[src/rtl/tracker_axis_ctrl.sv]
// tracker_axis_ctrl: multi-axis motor-direction controller for the tracking mount.
// Each axis computes a registered signed error (sensor balance in AUTO, setpoint
// minus position in MANUAL) and runs an independent FSM with a deadband for starting
// a move, a tighter stop band for ending it, dead time after every run, and a run
// timeout that latches a sticky fault until fault_clr is pulsed.
// Optional feature macro: TRACKER_LIMIT_SW_EN adds the lim_pos/lim_neg end-stop inputs.
// All outputs are flops loaded from the next-state decode, so a drive pin never glitches.

module tracker_axis_ctrl #(
    parameter int NUM_AXES       = 2,
    parameter int W              = 16,
    parameter int DEADBAND       = 8,
    parameter int STOP_BAND      = 2,
    parameter int DEAD_CYCLES    = 4,
    parameter int TIMEOUT_CYCLES = 50000000
) (
    input  logic                  clk,
    input  logic                  rst,
    input  logic                  mode,
    input  logic [NUM_AXES-1:0]   axis_en,
    input  logic [NUM_AXES*W-1:0] sensor_a,
    input  logic [NUM_AXES*W-1:0] sensor_b,
    input  logic [NUM_AXES*W-1:0] setpoint,
    input  logic [NUM_AXES*W-1:0] position,
    input  logic                  fault_clr,
    output logic [NUM_AXES-1:0]   drive_pos,
    output logic [NUM_AXES-1:0]   drive_neg,
    output logic [NUM_AXES-1:0]   busy,
    output logic [NUM_AXES-1:0]   fault
`ifdef TRACKER_LIMIT_SW_EN
    ,
    input  logic [NUM_AXES-1:0]   lim_pos,
    input  logic [NUM_AXES-1:0]   lim_neg
`endif
);

    // Error is one bit wider than the inputs so the difference of two unsigned
    // W-bit words always fits without saturation.
    localparam int EW = W + 1;
    // Counter widths leave headroom for the terminal value itself.
    localparam int CW = $clog2(TIMEOUT_CYCLES + 2);
    localparam int BW = $clog2(DEAD_CYCLES + 2);

    localparam logic signed [EW-1:0] DB_POS = EW'(DEADBAND);
    localparam logic signed [EW-1:0] DB_NEG = -DB_POS;
    localparam logic signed [EW-1:0] SB_POS = EW'(STOP_BAND);
    localparam logic signed [EW-1:0] SB_NEG = -SB_POS;
    localparam logic [CW-1:0]        RUN_LAST = CW'(TIMEOUT_CYCLES - 1);
    localparam logic [BW-1:0]        BRK_LAST = BW'(DEAD_CYCLES - 1);
    localparam logic [CW-1:0]        RUN_MAX  = {CW{1'b1}};

    typedef enum logic [2:0] {
        ST_IDLE    = 3'd0,
        ST_RUN_POS = 3'd1,
        ST_RUN_NEG = 3'd2,
        ST_BRAKE   = 3'd3,
        ST_FAULT   = 3'd4
    } state_t;

    for (genvar i = 0; i < NUM_AXES; i++) begin : g_axis
        logic signed [EW-1:0] err_s;
        logic signed [EW-1:0] err_q_r;
        state_t               state_r;
        state_t               state_s;
        logic [CW-1:0]        run_cnt_r;
        logic [BW-1:0]        brk_cnt_r;
        logic                 mode_lat_r;
        logic                 timeout_s;
        logic                 mode_chg_s;
        logic                 lim_pos_s;
        logic                 lim_neg_s;
        logic                 run_s;
        logic                 run_r;
        logic                 drv_pos_r;
        logic                 drv_neg_r;
        logic                 busy_r;
        logic                 fault_r;

`ifdef TRACKER_LIMIT_SW_EN
        assign lim_pos_s = lim_pos[i];
        assign lim_neg_s = lim_neg[i];
`else
        assign lim_pos_s = 1'b0;
        assign lim_neg_s = 1'b0;
`endif

        assign timeout_s  = (run_cnt_r >= RUN_LAST);
        assign mode_chg_s = (mode != mode_lat_r);
        assign run_s      = (state_s == ST_RUN_POS) || (state_s == ST_RUN_NEG);
        assign run_r      = (state_r == ST_RUN_POS) || (state_r == ST_RUN_NEG);

        // Signed error selected by the global mode; zero-extend before subtracting.
        always_comb begin
            if (mode) begin
                err_s = $signed({1'b0, sensor_a[i*W +: W]}) - $signed({1'b0, sensor_b[i*W +: W]});
            end else begin
                err_s = $signed({1'b0, setpoint[i*W +: W]}) - $signed({1'b0, position[i*W +: W]});
            end
        end

        // Next-state decode: timeout beats limits, limits beat the error/enable/mode exits.
        always_comb begin
            state_s = state_r;
            case (state_r)
                ST_IDLE: begin
                    if (axis_en[i] && (err_q_r > DB_POS) && !lim_pos_s) begin
                        state_s = ST_RUN_POS;
                    end else if (axis_en[i] && (err_q_r < DB_NEG) && !lim_neg_s) begin
                        state_s = ST_RUN_NEG;
                    end else begin
                        state_s = ST_IDLE;
                    end
                end
                ST_RUN_POS: begin
                    if (timeout_s) begin
                        state_s = ST_FAULT;
                    end else if (lim_pos_s) begin
                        state_s = ST_BRAKE;
                    end else if ((err_q_r <= SB_POS) || !axis_en[i] || mode_chg_s) begin
                        // Overshoot past -DEADBAND also lands here: never reverse directly.
                        state_s = ST_BRAKE;
                    end else begin
                        state_s = ST_RUN_POS;
                    end
                end
                ST_RUN_NEG: begin
                    if (timeout_s) begin
                        state_s = ST_FAULT;
                    end else if (lim_neg_s) begin
                        state_s = ST_BRAKE;
                    end else if ((err_q_r >= SB_NEG) || !axis_en[i] || mode_chg_s) begin
                        state_s = ST_BRAKE;
                    end else begin
                        state_s = ST_RUN_NEG;
                    end
                end
                ST_BRAKE: begin
                    if (brk_cnt_r >= BRK_LAST) begin
                        state_s = ST_IDLE;
                    end else begin
                        state_s = ST_BRAKE;
                    end
                end
                ST_FAULT: begin
                    // Clearing a fault still passes through BRAKE for dead time.
                    if (fault_clr) begin
                        state_s = ST_BRAKE;
                    end else begin
                        state_s = ST_FAULT;
                    end
                end
                default: begin
                    state_s = ST_IDLE;
                end
            endcase
        end

        // Error register, state register, counters, mode latch and registered outputs.
        always_ff @(posedge clk) begin
            if (rst) begin
                err_q_r    <= '0;
                state_r    <= ST_IDLE;
                run_cnt_r  <= '0;
                brk_cnt_r  <= '0;
                mode_lat_r <= 1'b0;
                drv_pos_r  <= 1'b0;
                drv_neg_r  <= 1'b0;
                busy_r     <= 1'b0;
                fault_r    <= 1'b0;
            end else begin
                err_q_r <= err_s;
                state_r <= state_s;

                if (run_s && !run_r) begin
                    run_cnt_r  <= '0;
                    mode_lat_r <= mode;
                end else if (run_r && (run_cnt_r != RUN_MAX)) begin
                    run_cnt_r  <= run_cnt_r + CW'(1);
                    mode_lat_r <= mode_lat_r;
                end else begin
                    run_cnt_r  <= run_cnt_r;
                    mode_lat_r <= mode_lat_r;
                end

                if ((state_s == ST_BRAKE) && (state_r != ST_BRAKE)) begin
                    brk_cnt_r <= '0;
                end else if (state_r == ST_BRAKE) begin
                    brk_cnt_r <= brk_cnt_r + BW'(1);
                end else begin
                    brk_cnt_r <= brk_cnt_r;
                end

                drv_pos_r <= (state_s == ST_RUN_POS);
                drv_neg_r <= (state_s == ST_RUN_NEG);
                busy_r    <= (state_s != ST_IDLE);
                fault_r   <= (state_s == ST_FAULT);
            end
        end

        assign drive_pos[i] = drv_pos_r;
        assign drive_neg[i] = drv_neg_r;
        assign busy[i]      = busy_r;
        assign fault[i]     = fault_r;
    end

endmodule

[config.mk]
export PLATFORM = sky130hd
export DESIGN_NAME = tracker_axis_ctrl
export DESIGN_NICKNAME = d
export VERILOG_FILES = /design/src/rtl/tracker_axis_ctrl.sv
export SDC_FILE = /design/constraint.sdc
export NUM_CORES = 1
export LEC_CHECK = 0
export CAP_MARGIN = 20
export CORE_MARGIN = 4
export CORE_UTILIZATION = 43
export DETAILED_ROUTE_END_ITERATION = 12
export GPL_ROUTABILITY_DRIVEN = 0
export PLACE_DENSITY = 0.68
export SYNTH_ARGS = -nofsm -noshare
export SYNTH_HDL_FRONTEND = slang
export SYNTH_SLANG_ARGS = --single-unit
[constraint.sdc]
create_clock -name clk -period 3.4 [get_ports clk]
set_clock_uncertainty 0.2 [all_clocks]
set_input_delay 0.68 -clock clk [delete_from_list [all_inputs] [get_ports clk]]
set_output_delay 0.68 -clock clk [all_outputs]
set_load 0.02 [all_outputs]
==> results of run 1 <==
sequential cells by signal, indices dropped and copies added (netlist names):
name               cells
g_axis.state_r         6
g_axis.drv_pos_r       2
g_axis.busy_r          2
g_axis.mode_lat_r      2
g_axis.run_cnt_r      52
g_axis.fault_r         2
g_axis.drv_neg_r       2
g_axis.brk_cnt_r       6
g_axis.err_q_r        34
cell families (layout without fill, tap and decap cells):
group | after synthesis | after routing
AOI/OAI and AO/OA | 213 | 213
xor gates and xnor gates | 86 | 86
adders and majority gates | 74 | 74
buffers and inverters | 113 | 290
DFF | 108 | 108
muxes | 4 | 4
and+or+nand+nor | 392 | 392
metal layers:
| layer | track usage [%] | vias to the layer above | share of wire [%] |
|---|---|---|---|
| met2 | 29.25 | 161 | 46 |
| met3 | 4.099 | 18 | 6.3 |
| met5 | 0 | - | 0.043 |
| met4 | 3.952 | 2 | 1.2 |
| met1 | 24.56 | 3247 | 47 |
| li1 | - | 3839 | - |
cells in the final DEF (no fill, tap or decap), types with 6 or more instances in the layout:
| master | instances |
|---|---|
| a211oi_1 | 18 |
| a21o_1 | 7 |
| a21oi_1 | 55 |
| a31o_2 | 6 |
| a31oi_1 | 14 |
| and2_1 | 8 |
| and3_1 | 16 |
| and4_1 | 8 |
| buf_4 | 49 |
| clkbuf_16 | 9 |
| clkdlybuf4s50_1 | 140 |
| dfxtp_1 | 108 |
| ha_1 | 70 |
| inv_1 | 85 |
| nand2_1 | 71 |
| nand2b_1 | 17 |
| nand3_1 | 33 |
| nand4_1 | 23 |
| nor2_1 | 126 |
| nor2b_1 | 10 |
| nor3_1 | 19 |
| nor4_1 | 11 |
| o21a_1 | 15 |
| o21ai_0 | 39 |
| o31ai_1 | 10 |
| or2_2 | 6 |
| or3_1 | 13 |
| xnor2_1 | 44 |
| xor2_1 | 42 |
worst max-delay path by stage:
stage | startpoint | to | slack [ns] | cells past startpoint
global placement | position[17] | g_axis[1].err_q_r[15]$_SDFF_PP0_ | -0.27 | 11
CTS | position[17] | g_axis[1].err_q_r[15]$_SDFF_PP0_ | 0.01 | 11
global route | sensor_b[18] | g_axis[1].err_q_r[15]$_SDFF_PP0_ | -0.008 | 13
detailed placement | position[17] | g_axis[1].err_q_r[15]$_SDFF_PP0_ | -0.36 | 11
floorplan | position[20] | g_axis[1].err_q_r[15]$_SDFF_PP0_ | 0.41 | 10
finish | position[17] | g_axis[1].err_q_r[15]$_SDFF_PP0_ | 0.18 | 11
per-stage QoR:
stage                     utilization (%)  worst slack (ns)    TNS, ns
after floorplan                         -            0.4106          0
after global placement              55.22           -0.2678    -0.5898
after detailed placement            55.22           -0.3555    -0.8927
after CTS                           56.89          0.009816          0
after global routing                57.00         -0.008454  -0.008454
final                               57.00            0.1796          0
report_power, final:
group,total [mW],switching [mW],internal [mW]
Combinational,1.54,0.809,0.730
Clock,1.03,0.447,0.586
Sequential,1.49,0.0993,1.40
Total,4.07,1.36,2.71
repair_timing:
item                       CTS  global route
hold buffers                 0             0
resized for setup            0             5
setup endpoints to repair    0             2
worst min-delay path, delay by kind of cell, from the launching register on:
family / cells / cell delay (ns)
compound gates: 2 / 0.13
flops: 1 / 0.32
final cells by class:
type	instances	area, µm²	area share (%)
multi-input cells	769	5166	51.68
flip-flops and latches	108	2162	21.63
repair buffers	190	1774	17.75
inverters	85	319.1	3.192
well taps	225	281.5	2.816
clock buffers	11	242.7	2.428
clock inverters	4	50.05	0.5007
==> results.py, run 1 <==
metrics = {
    "timing": {
        "rsz0062_at_grt": "true",
        "period_needed_ns": 3.220,
        "setup_viol": 0,
        "slew_headroom_pct": 55.23,
        "hold_viol": 0,
        "fmax_mhz": 310.5,
        "whs_ns": 0.2871,
        "worst_pin_slew_ns": 0.6690,
        "period_share_pct": 94.72,
        "report.final.slew_viol_count": 0,
    },
    "drt": {
        "finalWirelength_um": 18430,
        "drt_iter0_markers": 257,
        "ant_nets": 0,
        "post_drt_via_cell_ratio": 5.221,
        "drc": 0,
        "first_pass_iters": 5,
        "via_count": 7267,
        "wl_per_cell_um": 13.24,
    },
    "final_layout": {
        "nFillCells": 1664,
        "n_antenna_cell": 0,
        "fin_area_um2": 9996,
        "drive_above_1_share_pct": 8.655,
        "syn2layout_area_growth_pct": 28.36,
        "finalNetCount": 1371,
        "instances_no_fill": 1392,
    },
    "synth": {
        "syn_inst": 990,
        "synthAdderAreaFrac_pct": 12.28,
        "ys_ff_latch": 108,
        "postSynthAreaPerCell_um2": 7.866,
        "synth_edf_count": 0,
        "ys.warnings.count": 0,
        "yosys-top-cells-count": "nor2_1, dfxtp_1, inv_1",
        "synthArstFlopShare_pct": 0,
        "synth-xor-area-share_pct": 9.672,
        "synthTopCellsByArea": "dfxtp_1, ha_1, nor2_1, xnor2_1, xor2_1",
        "synth_cell_type_count": 76,
        "synth_top_family_by_area": "simple AND/OR/NAND/NOR gates",
        "synthFlopType": "dfxtp_1",
        "synth.area.mux_share_pct": 0.5141,
        "synthSimpleGateAreaFrac_pct": 25.47,
        "yosysTopAreaCell": "dfxtp_1",
        "syn_area_um2": 7787,
        "ys_seq_area_share_pct": 27.76,
        "yosys.area.top_type_share_pct": 27.76,
        "syn-num-nets": 1198,
        "synth_compound_area_share_pct": 18.17,
        "synth_most_common_cell": "nor2_1",
    },
    "cts": {
        "cts_max_level": 3,
        "clk_pin_slew_ns": 0.07,
        "cts.sinks": 108,
        "cts_tree": "built",
        "post_cts_buffers": 0,
        "clock_latency_ns": 0.34,
        "cts_buffers": 9,
        "clockBufferDepth": 2,
        "root_buffer": "clkbuf_16",
    },
    "critical_path": {
        "path_buf_inv": 2,
        "crit_chain": "clkdlybuf4s50_1 -> inv_1 -> ha_1 -> nor2b_1 -> o2111ai_2 -> nand3_2 -> a31o_2 -> o21ai_2 -> o21ai_1 -> or4b_2 -> o311ai_0",
        "r2r_slack_ns": 0.64,
        "critPathArrivalTime_ns": 3.25,
        "r2r_end": "g_axis[0].run_cnt_r[22]$_SDFFE_PP0P_",
        "cpLargestDelayFamily": "simple AND/OR/NAND/NOR gates",
        "cpMaxStageDelayCell": "or4b_2",
        "end_kind": "flip-flop",
        "critical-path-max-stage-delay_ns": 0.61,
        "required_ns": 3.43,
        "regToRegStartpoint": "g_axis[0].run_cnt_r[0]$_SDFFE_PP0P_",
        "path_class": "input port to flip-flop",
        "crit_path_max_fanout": 3,
        "critPathLaunchType": "input port",
        "worstRegToRegCells": 9,
    },
    "placed_design": {
        "placed_cells": 1377,
        "place_area_um2": 9684,
        "dp_hpwl_um": 15010,
        "io_buffers": 141,
    },
    "min_path": {
        "hp-class": "flip-flop to flip-flop",
        "hold-path-endpoint": "g_axis[1].run_cnt_r[23]$_SDFFE_PP0P_",
        "hold_depth": 2,
        "hp-start": "g_axis[1].run_cnt_r[23]$_SDFFE_PP0P_",
    },
    "floorplan": {
        "fp.dieH_um": 142.6,
        "placeableCoreArea_um2": 17540,
        "num_rows": 48,
        "start_util_pct": 44.41,
        "die_area_um2": 20330,
        "die_x_um": 142.6,
        "ios": 142,
    },
    "global_route": {
        "antenna_found_initial": 1,
        "grt_start_max_net_pins": 34,
        "grt_overflow": 0,
        "grt_pass1_vias": 6870,
        "grtUsageTotal_pct": 18.03,
        "grt_pass1_wl_um": 30950,
    },
    "power": {
        "p_per_area_nw_per_um2": 406.9,
        "peakVddDrop_mv": 0.2631,
        "power.leakage_nw": 4.170,
        "finalPower_mw": 4.067,
    },
    "run": {
        "drv_cap": 0,
    },
    "status": {
        "status": "finished, final reports clean",
    },
}
Note: power is estimated with default switching activity, not from simulation.
==> run 2: changes to the inputs <==
--- a/config.mk
+++ b/config.mk
@@ -9,8 +9,8 @@
 export CORE_MARGIN = 4
 export CORE_UTILIZATION = 43
 export DETAILED_ROUTE_END_ITERATION = 12
+export DONT_BUFFER_PORTS = 1
 export GPL_ROUTABILITY_DRIVEN = 0
-export PLACE_DENSITY = 0.68
 export SYNTH_ARGS = -nofsm -noshare
 export SYNTH_HDL_FRONTEND = slang
 export SYNTH_SLANG_ARGS = --single-unit
==> results.py, run 2 (same netlist as run 1, synthesis figures left out) <==
metrics = {
    "timing": {
        "fmax_mhz": 339.9,
        "hold_viol": 0,
        "setup_viol": 0,
        "period_share_pct": 86.54,
        "whs_ns": 0.2165,
        "rsz0062_at_grt": "false",
        "report.final.slew_viol_count": 0,
        "period_needed_ns": 2.942,
        "setup_tns_ns": 0,
        "worst_pin_slew_ns": 1.015,
        "slew_headroom_pct": 32.34,
    },
    "cts": {
        "post_cts_buffers": 0,
        "cts.sinks": 108,
        "clk_pin_slew_ns": 0.07,
        "root_buffer": "clkbuf_16",
        "ctsHoldBuffers": 0,
        "cts_buffers": 9,
        "cts_max_level": 3,
        "clockBufferDepth": 2,
        "cts_tree": "built",
        "clock_latency_ns": 0.34,
        "cts_resized": 0,
    },
    "final_layout": {
        "multi_input_area_um2": 5147,
        "final_cell_mix": "nor2_1, dfxtp_1, inv_1",
        "final_common_cell": "nor2_1",
        "finalNetCount": 1184,
        "n_antenna_cell": 0,
        "nFillCells": 1809,
        "drive_above_1_share_pct": 5.102,
        "seqCellArea_um2": 2162,
        "top_regs": "g_axis.run_cnt_r x52, g_axis.err_q_r x34",
        "instances_no_fill": 1205,
        "largest-register": "g_axis.run_cnt_r",
        "fin_area_um2": 8249,
        "syn2layout_area_growth_pct": 5.929,
        "largest_reg_flops": 52,
    },
    "min_path": {
        "hp-start": "rst",
        "hold-path-endpoint": "g_axis[0].err_q_r[2]$_SDFF_PP0_",
        "hold_depth": 1,
        "hp-class": "input port to flip-flop",
    },
    "power": {
        "power.leakage_nw": 3.413,
        "p_per_area_nw_per_um2": 465.0,
        "finalPower_mw": 3.836,
        "peakVddDrop_mv": 0.4761,
    },
    "critical_path": {
        "critPathArrivalTime_ns": 2.97,
        "r2r_end": "g_axis[0].run_cnt_r[20]$_SDFFE_PP0P_",
        "required_ns": 3.43,
        "crit_path_max_fanout": 5,
        "path_class": "input port to flip-flop",
        "r2r_slack_ns": 0.57,
        "critPathLaunchType": "input port",
        "worstRegToRegCells": 9,
        "regToRegStartpoint": "g_axis[0].run_cnt_r[0]$_SDFFE_PP0P_",
        "end_kind": "flip-flop",
    },
    "floorplan": {
        "ios": 142,
        "placeableCoreArea_um2": 17540,
        "die_area_um2": 20330,
        "start_util_pct": 44.41,
        "fp.dieH_um": 142.6,
        "die_x_um": 142.6,
        "num_rows": 48,
    },
    "status": {
        "status": "finished, final reports clean",
    },
    "global_route": {
        "grt_overflow": 0,
        "grt_pass1_wl_um": 28810,
        "grt_start_max_net_pins": 46,
        "grt_pass1_vias": 6259,
        "antenna_found_initial": 0,
        "grtUsageTotal_pct": 16.78,
    },
    "drt": {
        "ant_nets": 0,
        "drc": 0,
        "via_count": 6554,
        "drt_iter0_markers": 339,
        "post_drt_via_cell_ratio": 5.439,
        "wl_per_cell_um": 14.21,
        "first_pass_iters": 5,
        "finalWirelength_um": 17120,
    },
    "placed_design": {
        "io_buffers": 0,
        "placed_cells": 1190,
        "dp_hpwl_um": 13550,
        "place_area_um2": 7933,
    },
    "run": {
        "drv_cap": 0,
    },
}
==> run 2: stage by stage <==
step / worst slack, ns / util [%]
3_3_place_gp: 0.2059 / 45.23
3_5_place_dp: 0.1348 / 45.23
5_1_grt: 0.2591 / 47.04
6_report: 0.4576 / 47.04
4_1_cts: 0.4870 / 47.04
2_1_floorplan: 0.4106 / -
==> run 2: worst max-delay path, stage by stage <==
cell and delay, ns:
inv_1 0.02, ha_1 0.34, and2_1 0.19, a31oi_1 0.19, nand3_1 0.14, a31o_2 0.24, o21ai_1 0.26, o21ai_0 0.16
or4b_2 0.61, o311ai_0 0.11
==> run 2: power by group <==
part           internal (mW)  switching, mW  leakage [nW]
clock                  0.662          0.443         0.156
combinational          0.488          0.707          2.38
sequential              1.40          0.141         0.882
==> run 2: worst max-delay path by stage <==
stage                                             start                                    to  slack [ns]  depth (start not counted)
floorplan                                  position[20]      g_axis[1].err_q_r[15]$_SDFF_PP0_        0.41                         10
global placement                           position[20]      g_axis[1].err_q_r[15]$_SDFF_PP0_        0.21                         10
detailed placement                         position[20]      g_axis[1].err_q_r[15]$_SDFF_PP0_        0.13                         10
CTS                                        position[20]      g_axis[1].err_q_r[15]$_SDFF_PP0_        0.49                         10
global route        g_axis[0].run_cnt_r[0]$_SDFFE_PP0P_  g_axis[0].run_cnt_r[20]$_SDFFE_PP0P_        0.26                          9
finish                                     position[20]      g_axis[1].err_q_r[15]$_SDFF_PP0_        0.46                         10
==> run 2: area by class of cell <==
| type | count | area share (%) |
|---|---|---|
| multi-input combinational | 769 | 62.40 |
| sequential | 108 | 26.21 |
| inverter | 85 | 3.868 |
| tap | 225 | 3.413 |
| clock buffer | 11 | 2.943 |
| clock inverter | 4 | 0.8949 |
| timing repair buffer | 3 | 0.2730 |
==> run 2: routing by layer <==
layer  GRT usage [%]  routed length [µm]  part of all wire [%]  up-vias
met3           4.368                 864                   5.0        7
li1                -                   -                     -     3465
met4           3.202                 103                  0.60        0
met5               0                   0                     0        -
met1           22.48                8421                    49     2956
met2           27.50                7731                    45      126
